File: src/rtl/serial_paralelo_2b.sv
// serial_paralelo_2b: 2-bit serial to 9-bit word deserializer with comma alignment.
// Runs on clk16f only; the word rate is recovered as a one-cycle strobe.
module serial_paralelo_2b #(
    parameter logic [7:0] COMMA   = 8'hBC,
    parameter int         BC_LOCK = 4
) (
    input  logic       clk16f,
    input  logic       reset,
    input  logic [1:0] serial,
    output logic [8:0] paralelo_out,
    output logic       word_strobe,
    output logic       active
);
    localparam int CW = $clog2(BC_LOCK + 1);
    localparam logic [CW-1:0] LOCK_M1 = CW'(BC_LOCK - 1);

    typedef enum logic [1:0] {SEARCH, ALIGN, ACTIVE} state_t;

    state_t          state_q, state_d;
    logic [7:0]      sr_q, sr_d;
    logic [1:0]      phase_q, phase_d;
    logic [CW-1:0]   bc_q, bc_d;
    logic [8:0]      out_q, out_d;
    logic            strobe_q, strobe_d;
    logic            is_comma, boundary;

    assign is_comma     = sr_q == COMMA;
    assign boundary     = phase_q == 2'd0;
    assign paralelo_out = out_q;
    assign word_strobe  = strobe_q;
    assign active       = state_q == ACTIVE;

    always_comb begin
        sr_d     = {sr_q[5:0], serial};
        phase_d  = phase_q + 2'd1;
        state_d  = state_q;
        bc_d     = bc_q;
        out_d    = out_q;
        strobe_d = 1'b0;
        case (state_q)
            SEARCH: if (is_comma) begin
                // The matching cycle is treated as a boundary, so realign phase here.
                phase_d = 2'd1;
                bc_d    = CW'(1);
                state_d = (BC_LOCK == 1) ? ACTIVE : ALIGN;
            end
            ALIGN: if (boundary) begin
                if (is_comma) begin
                    bc_d    = bc_q + 1'b1;
                    state_d = (bc_q == LOCK_M1) ? ACTIVE : ALIGN;
                end else begin
                    bc_d    = '0;
                    state_d = SEARCH;
                end
            end
            ACTIVE: if (boundary) begin
                strobe_d = 1'b1;
                out_d    = is_comma ? 9'h000 : {1'b1, sr_q};
            end
            default: state_d = SEARCH;
        endcase
    end

    always_ff @(posedge clk16f or posedge reset) begin
        if (reset) begin
            state_q  <= SEARCH;
            sr_q     <= '0;
            phase_q  <= '0;
            bc_q     <= '0;
            out_q    <= '0;
            strobe_q <= 1'b0;
        end else begin
            state_q  <= state_d;
            sr_q     <= sr_d;
            phase_q  <= phase_d;
            bc_q     <= bc_d;
            out_q    <= out_d;
            strobe_q <= strobe_d;
        end
    end
endmodule

File: config.mk
export PLATFORM = sky130hd
export DESIGN_NAME = serial_paralelo_2b
export DESIGN_NICKNAME = d
export VERILOG_FILES = /design/src/rtl/serial_paralelo_2b.sv
export SDC_FILE = /design/constraint.sdc
export NUM_CORES = 1
export LEC_CHECK = 0
export CORE_UTILIZATION = 49
export CTS_BUF_LIST = sky130_fd_sc_hd__clkbuf_8
export CTS_CLUSTER_SIZE = 20
export DETAILED_ROUTE_END_ITERATION = 7
export PLACE_DENSITY = 0.76
export SYNTH_ARGS = -nofsm -noshare
export SYNTH_HDL_FRONTEND = slang
export SYNTH_SLANG_ARGS = --single-unit
File: constraint.sdc
create_clock -name clk16f -period 1.2 [get_ports clk16f]
set_input_delay 0.12 -clock clk16f [delete_from_list [all_inputs] [get_ports clk16f]]
set_output_delay 0.12 -clock clk16f [all_outputs]
set_load 0.02 [all_outputs]
==> key figures <==
Outcome
  – Outcome: finished with violations
  – Failing checks: setup timing

Finish
  – Syn-to-layout area delta: 49.81%
  – Number of fill cells: 133
  – FF/Latch Area: 625.6 µm²
  – Layout cells sized above 1: 43.85%
  – N_diodes: 0
  – Area of the multi-input gates: 457.9 µm²
  – Post-route design area: 0.001513 mm²
  – Nets@finish: 138

Yosys
  – Ys async rst share: 100.0%
  – Post-synthesis sequential area ratio: 61.96%
  – Post-synthesis cell type count: 25
  – Post-Synth Adder-Cell Area: 3.717%
  – Cell Area, Synth: 0.001010 mm²
  – XOR/XNOR Fraction of Synth Area: 0%
  – Ys Warns: 0
  – Synthesized area per cell: 11.10 µm²
  – Synth Register Bits: 25
  – Net Count, Synth: 98
  – Ys flop type: dfrtp_1
  – Synth Area in Simple Gates: 20.57%
  – Mux share of post-synthesis cell area: 0%
  – Synth Area in Compound Gates: 10.04%
  – Main combinational cell family by area after synthesis: simple AND/OR/NAND/NOR gates
  – Number of synthesized flops with an enable pin: 0
  – Gate Count Post-Synth: 91

Critical path
  – Critical path's largest stage delay: 0.40 ns
  – FF-to-FF setup slack: -0.17 ns
  – Max FO, Critical Path: 2
  – Slowest cell on crit path: dfrtp_1
  – Crit start category: flop
  – Setup crit end kind: flop
  – Critical R2R Launch: bc_q[1]
  – Worst EP arrival: 1.54 ns
  – Cell Chain, Critical Path: ha_2 -> ha_4 -> nor4bb_4 -> nand3_1 -> o311ai_1
  – R2r endpoint: bc_q[2]
  – Buf/Inv on CP: 0
  – Worst Setup Path Type: reg2reg
  – Worst Path Required: 1.38 ns
  – FF-to-FF path depth: 5
  – Worst path top cell family by delay: adder cells

Timing
  – Final worst slack: -0.1667 ns
  – Actual slew at the worst max-slew pin: 0.3146 ns
  – RSZ-0062 raised after global routing: true
  – Part of the cycle the worst path needs: 113.9%
  – Final setup fails: 13
  – Relative slew slack: 78.96%
  – Fin crit period: 1.367 ns
  – Max-slew violations: 0
  – Worst clock skew: 0.001606 ns
  – Hold Fails Final Rpt: 0
  – Final setup TNS: -1.179 ns
  – Fmax achieved: 731.7 MHz
  – Final hold slack: 0.1807 ns

Global routing
  – Global-route usage over all layers: 22.58%
  – Gr ovfl total: 0
  – First-pass GRT wire length: 3374 µm
  – Largest net degree at the start of global routing: 26
  – Vias in the first global route: 734
  – Initial antenna violation count: 0

Pwr
  – Pleak: 0.0007431 µW
  – Cell Pwr Density: 1036 mW/mm²
  – Peak supply drop: 1.214 mV
  – Final Power: 1567 µW

Clock tree
  – Clock slew at reported path FFs: 0.08 ns
  – Total CTS buffers: 3
  – Worst-Skew Late Latency: 0.27 ns
  – Root Buffer: clkbuf_8
  – CTS tree: done
  – Worst-case clock buffer depth: 2
  – H-Tree Depth: 1
  – Clock sinks: 25

Routing
  – DRT Pass-1 Iters: 4
  – Final WL: 2661 µm
  – WL/cell: 16.95 µm
  – Drt via density: 5.510
  – Initial drt markers: 19
  – Total number of vias: 865
  – DRC violations left: 0
  – Antenna Nets Post-Route: 0

Die
  – Core box area: 0.001942 mm²
  – Initial Utilization: 52.00%
  – Die Area: 0.002246 mm²
  – Row count: 16
  – Die X: 47.40 µm
  – Boundary pin count: 15
  – Chip height: 47.40 µm

Placed design
  – DP Area: 0.001266 mm²
  – Gpl congestion: 0.7048
  – Place WS: -0.1818 ns
  – Dpl hpwl: 1274 µm
  – IO buf count: 14

Flow run
  – Max_cap viols: 0

Min path
  – HP Class: in2async
sequential cells by signal, indices dropped and copies added, names as in the netlist:
name and count:
phase_q 2, paralelo_out 9, sr_q 8, word_strobe 1, state_q 2, bc_q 3
worst max path at each step:
stage | startpoint | endpoint | slack, ns | cells after the start
final | bc_q[1] | bc_q[2] | -0.17 | 5
after detailed placement | bc_q[1] | bc_q[2] | -0.18 | 5
after global placement | bc_q[1] | bc_q[2] | -0.09 | 5
after global routing | bc_q[1] | bc_q[2] | -0.23 | 5
after CTS | bc_q[0] | bc_q[2] | -0.15 | 5
after floorplan | bc_q[0] | bc_q[2] | -0.07 | 5
layout make-up:
| cell class | instances | area share [%] |
|---|---|---|
| clock buffers | 3 | 2.730 |
| clock inverters | 1 | 0.3309 |
| inverters | 6 | 1.572 |
| multi-input cells | 57 | 30.27 |
| flip-flops and latches | 25 | 41.36 |
| well taps | 27 | 2.233 |
| repair buffers | 37 | 21.17 |
| repair inverters | 1 | 0.3309 |
metal layers:
layer	share of wire (%)	track usage (%)	vias to the layer above
li1	-	-	393
met1	42	33.75	436
met2	51	33.15	28
met3	4.5	2.308	8
met4	2.6	10.29	0
met5	0	0	-
through the flow:
step                utilization (%)  cells
global placement              65.21    140
floorplan                         -     91
detailed placement            65.21    140
CTS                           70.68    150
global route                  77.90    157
finish                        77.90    157
placed cells by master, fill, tap and decap left out, drive strengths merged:
cell,n
clkinv,3
nand4b,2
clkbuf,3
and4bb,1
nand2,22
nand3,2
nand4bb,1
o31a,1
nor4bb,1
o21bai,1
ha,3
o31ai,1
and4b,2
buf,24
o311ai,2
clkdlybuf4s50,3
a31oi,1
dlygate4sd2,10
nor2,2
a2bb2oi,1
nand3b,2
nor2b,2
o21ai,9
inv,5
nor3,1
dfrtp,25
worst reg2reg max path: cells and delay by family, from the launching register on:
family	cells	cell delay (ns)
AOI/OAI and AO/OA	1	0.08
adders and majority gates	2	0.42
DFF	1	0.40
and+or+nand+nor	2	0.37
synthesized netlist by cell type (2+ instances only):
cell      instances  area, µm²
o311ai_0          2      17.52
buf_2             3      15.01
inv_1             5      18.77
nand4b_1          2      17.52
nor2b_1           2      12.51
dfrtp_1          25      625.6
nand3_1           2      10.01
nand3b_1          2      15.01
nand2_1          21      78.83
o21ai_0           9      45.04
ha_1              3      37.54
nor2_1            2      7.510
logic make-up (layout without fill, tap and decap cells):
logic type | count (synthesis) | in the layout
AND/OR/NAND/NOR | 38 | 38
flip-flops | 25 | 25
AO/OA/AOI/OAI | 16 | 16
buffers and inverters | 9 | 48
adder cells (fa/ha/maj) | 3 | 3
report_power, final:
part	total [µW]	switching, µW	leakage [µW]	internal (µW)
clock network	498	265	0.0000255	233
logic	165	72.1	0.000394	92.6
registers	904	23.3	0.000324	881
timing repair:
action	CTS	global route
hold buffers	0	0
setup buffers	4	7
gates cloned	2	0
pin swaps	18	10
setup endpoints to repair	22	15
gates resized for setup	36	22
No activity file was read; power rests on OpenSTA's default activity.
==> patch, RTL diff (config.mk and constraints unchanged) <==
Change the parameter `COMMA` from 8'hBC to 8'h80.
--- a/src/rtl/serial_paralelo_2b.sv
+++ b/src/rtl/serial_paralelo_2b.sv
@@ -1,7 +1,7 @@
 // serial_paralelo_2b: 2-bit serial to 9-bit word deserializer with comma alignment.
 // Runs on clk16f only; the word rate is recovered as a one-cycle strobe.
 module serial_paralelo_2b #(
-    parameter logic [7:0] COMMA   = 8'hBC,
+    parameter logic [7:0] COMMA   = 8'h80,
     parameter int         BC_LOCK = 4
 ) (
     input  logic       clk16f,
Check against the original RTL: same outputs for any inputs over 10 cycles, from zero or initial values and one cycle with reset high; that may be too few to reach the edited logic, so the function may still have changed.
==> patch against the original RTL <==
  * The flow still finishes with violations (setup timing)
  * Power shrank 0.22%
  * Synthesized cell count shrank 16%
  * Critical path type unchanged
  * Final area shrank 5.5%
  * Die area grew 0.23%
  * Wire length shrank 22%
  * Sequential cell count is the same
  * Setup slack gained 0.098 ns
  * Largest cell class unchanged
  * Clock power shrank 4%
  * First-iteration DRC count is the same
  * Synthesized area grew 0.25%
==> patch: results (changes against the original RTL) <==
worst_setup_path:
  critPathMaxStageDelay_ns: 0.43  # +0.03 ns
  critPathTopFamily: "simple AND/OR/NAND/NOR gates"
  cp_max_fo: 4  # +2
  arrival_ns: 1.43  # -0.11 ns
  cp_slowest_cell: "dfrtp_1"
grt:
  grtUsageMet1_pct: 28.50  # -5.3 points
  track_usage_pct: 22.01  # -0.57 points
  met3_usage_pct: 5.660  # +3.4 points
  use_met2_pct: 32.60  # -0.55 points
  grt_pass1_vias: 703  # -4.2%
  grt_pass1_wl_um: 3208  # -4.9%
place:
  placed_cells: 128  # -8.6%
  dp_slack_ns: -0.09736  # +0.08445 ns
  dp_hpwl_um: 1342  # +5.3%
  routabilityCongestion: 0.6822  # -3.2%
  place_area_sq_mm: 0.001316  # +4.0%
final_layout:
  layout-drive-gt1-share_pct: 40.18  # -3.7 points
  multi_input_area_share_pct: 29.07  # -1.2 points
  inverters: 8  # +1
  fillCellCount: 140  # +5.3%
  seq_cells: 25  # unchanged
  nets: 120  # -13%
  multi_input_cells: 41  # -28%
  non_clock_buffer_area_share_pct: 19.53  # -1.6 points
  seq_share_pct: 43.78  # +2.4 points
  num_antenna_cells: 0  # unchanged
  buffers: 34  # -8.1%
  clkCellAreaFrac_pct: 3.152  # +0.092 points
power_and_ir_drop:
  netSwitchingFraction_pct: 22.85  # -0.16 points
  peakVddDrop_uv: 1054  # -13%
  p_comb_share_pct: 11.5  # +1.0 points
  p_leak_nw: 0.7998  # +7.6%
  p_per_area_mw_per_mm2: 1094  # +5.6%
  clock_net_power_mw: 0.480  # -4%
detailed_routing:
  wl_um: 2087  # -22%
  first_pass_iters: 4  # unchanged
  num_vias: 748  # -14%
  wl_met2_um: 1070  # -21%
  wl_met1_um: 853  # -23%
  vias_per_cell: 5.381  # -2.3%
  dr_wl_met3_um: 120  # +0.84%
  first_iter_violations: 19  # unchanged
status:
  violations: "setup timing"
  status: "complete, but fails checks"
yosys:
  synthTopCellsByArea: "dfrtp_1, mux2_2, ha_1"
  avgSynthCellArea_sq_um: 13.32  # +20%
  ys_seq_area_share_pct: 61.80  # -0.15 points
  yosys-top-cells-count: "dfrtp_1, inv_1, mux2_2"
  ys.flop_type: "dfrtp_1"
  syn-num-nets: 83  # -15%
  yosysUniqueCellTypes: 26  # +4.0%
  yosysTopAreaCellShare_pct: 61.80  # -0.15 points
timing:
  setup_violations: 10  # -3
  fin_ws_ns: -0.06894  # +0.09771 ns
  tns_ns: -0.2394  # +0.9396 ns
  finalClockSkew_ns: 0.002463  # +0.0008572 ns
  worst_pin_slew_ns: 0.3046  # -0.01007 ns
clock_tree:
  cts.clk_slew.worst_paths_ns: 0.08  # about the same
  cts.repair.resized: 14  # -61%
die:
  tap-cell-count: 27  # unchanged
## patch: worst paths after layout
check,from,endpoint,slack [ns],cells after the start
min reg2reg,paralelo_out[8]$_DFFE_PP0P_,paralelo_out[8]$_DFFE_PP0P_,0.48,2
min in group clk16f,serial[1],sr_q[1]$_DFF_PP0_,0.28,1
max reg2reg,sr_q[6]$_DFF_PP0_,bc_q[1]$_DFFE_PP0P_,-0.07,4
min,reset,paralelo_out[8]$_DFFE_PP0P_,0.19,3
max,sr_q[6]$_DFF_PP0_,bc_q[1]$_DFFE_PP0P_,-0.07,4
max in group asynchronous,reset,paralelo_out[2]$_DFFE_PP0P_,0.77,3
## patch: kinds of logic (layout without fill, tap and decap cells)
| kind of cell | after synthesis | count (layout) | synth area share, % |
|---|---|---|---|
| flops | 25 | 25 | 61.80 |
| mux | 7 | 7 | 7.788 |
| buf+inv | 11 | 46 | 4.573 |
| fa+ha+maj | 3 | 3 | 3.709 |
| simple gates | 17 | 18 | 13.47 |
| compound gates | 13 | 13 | 8.652 |
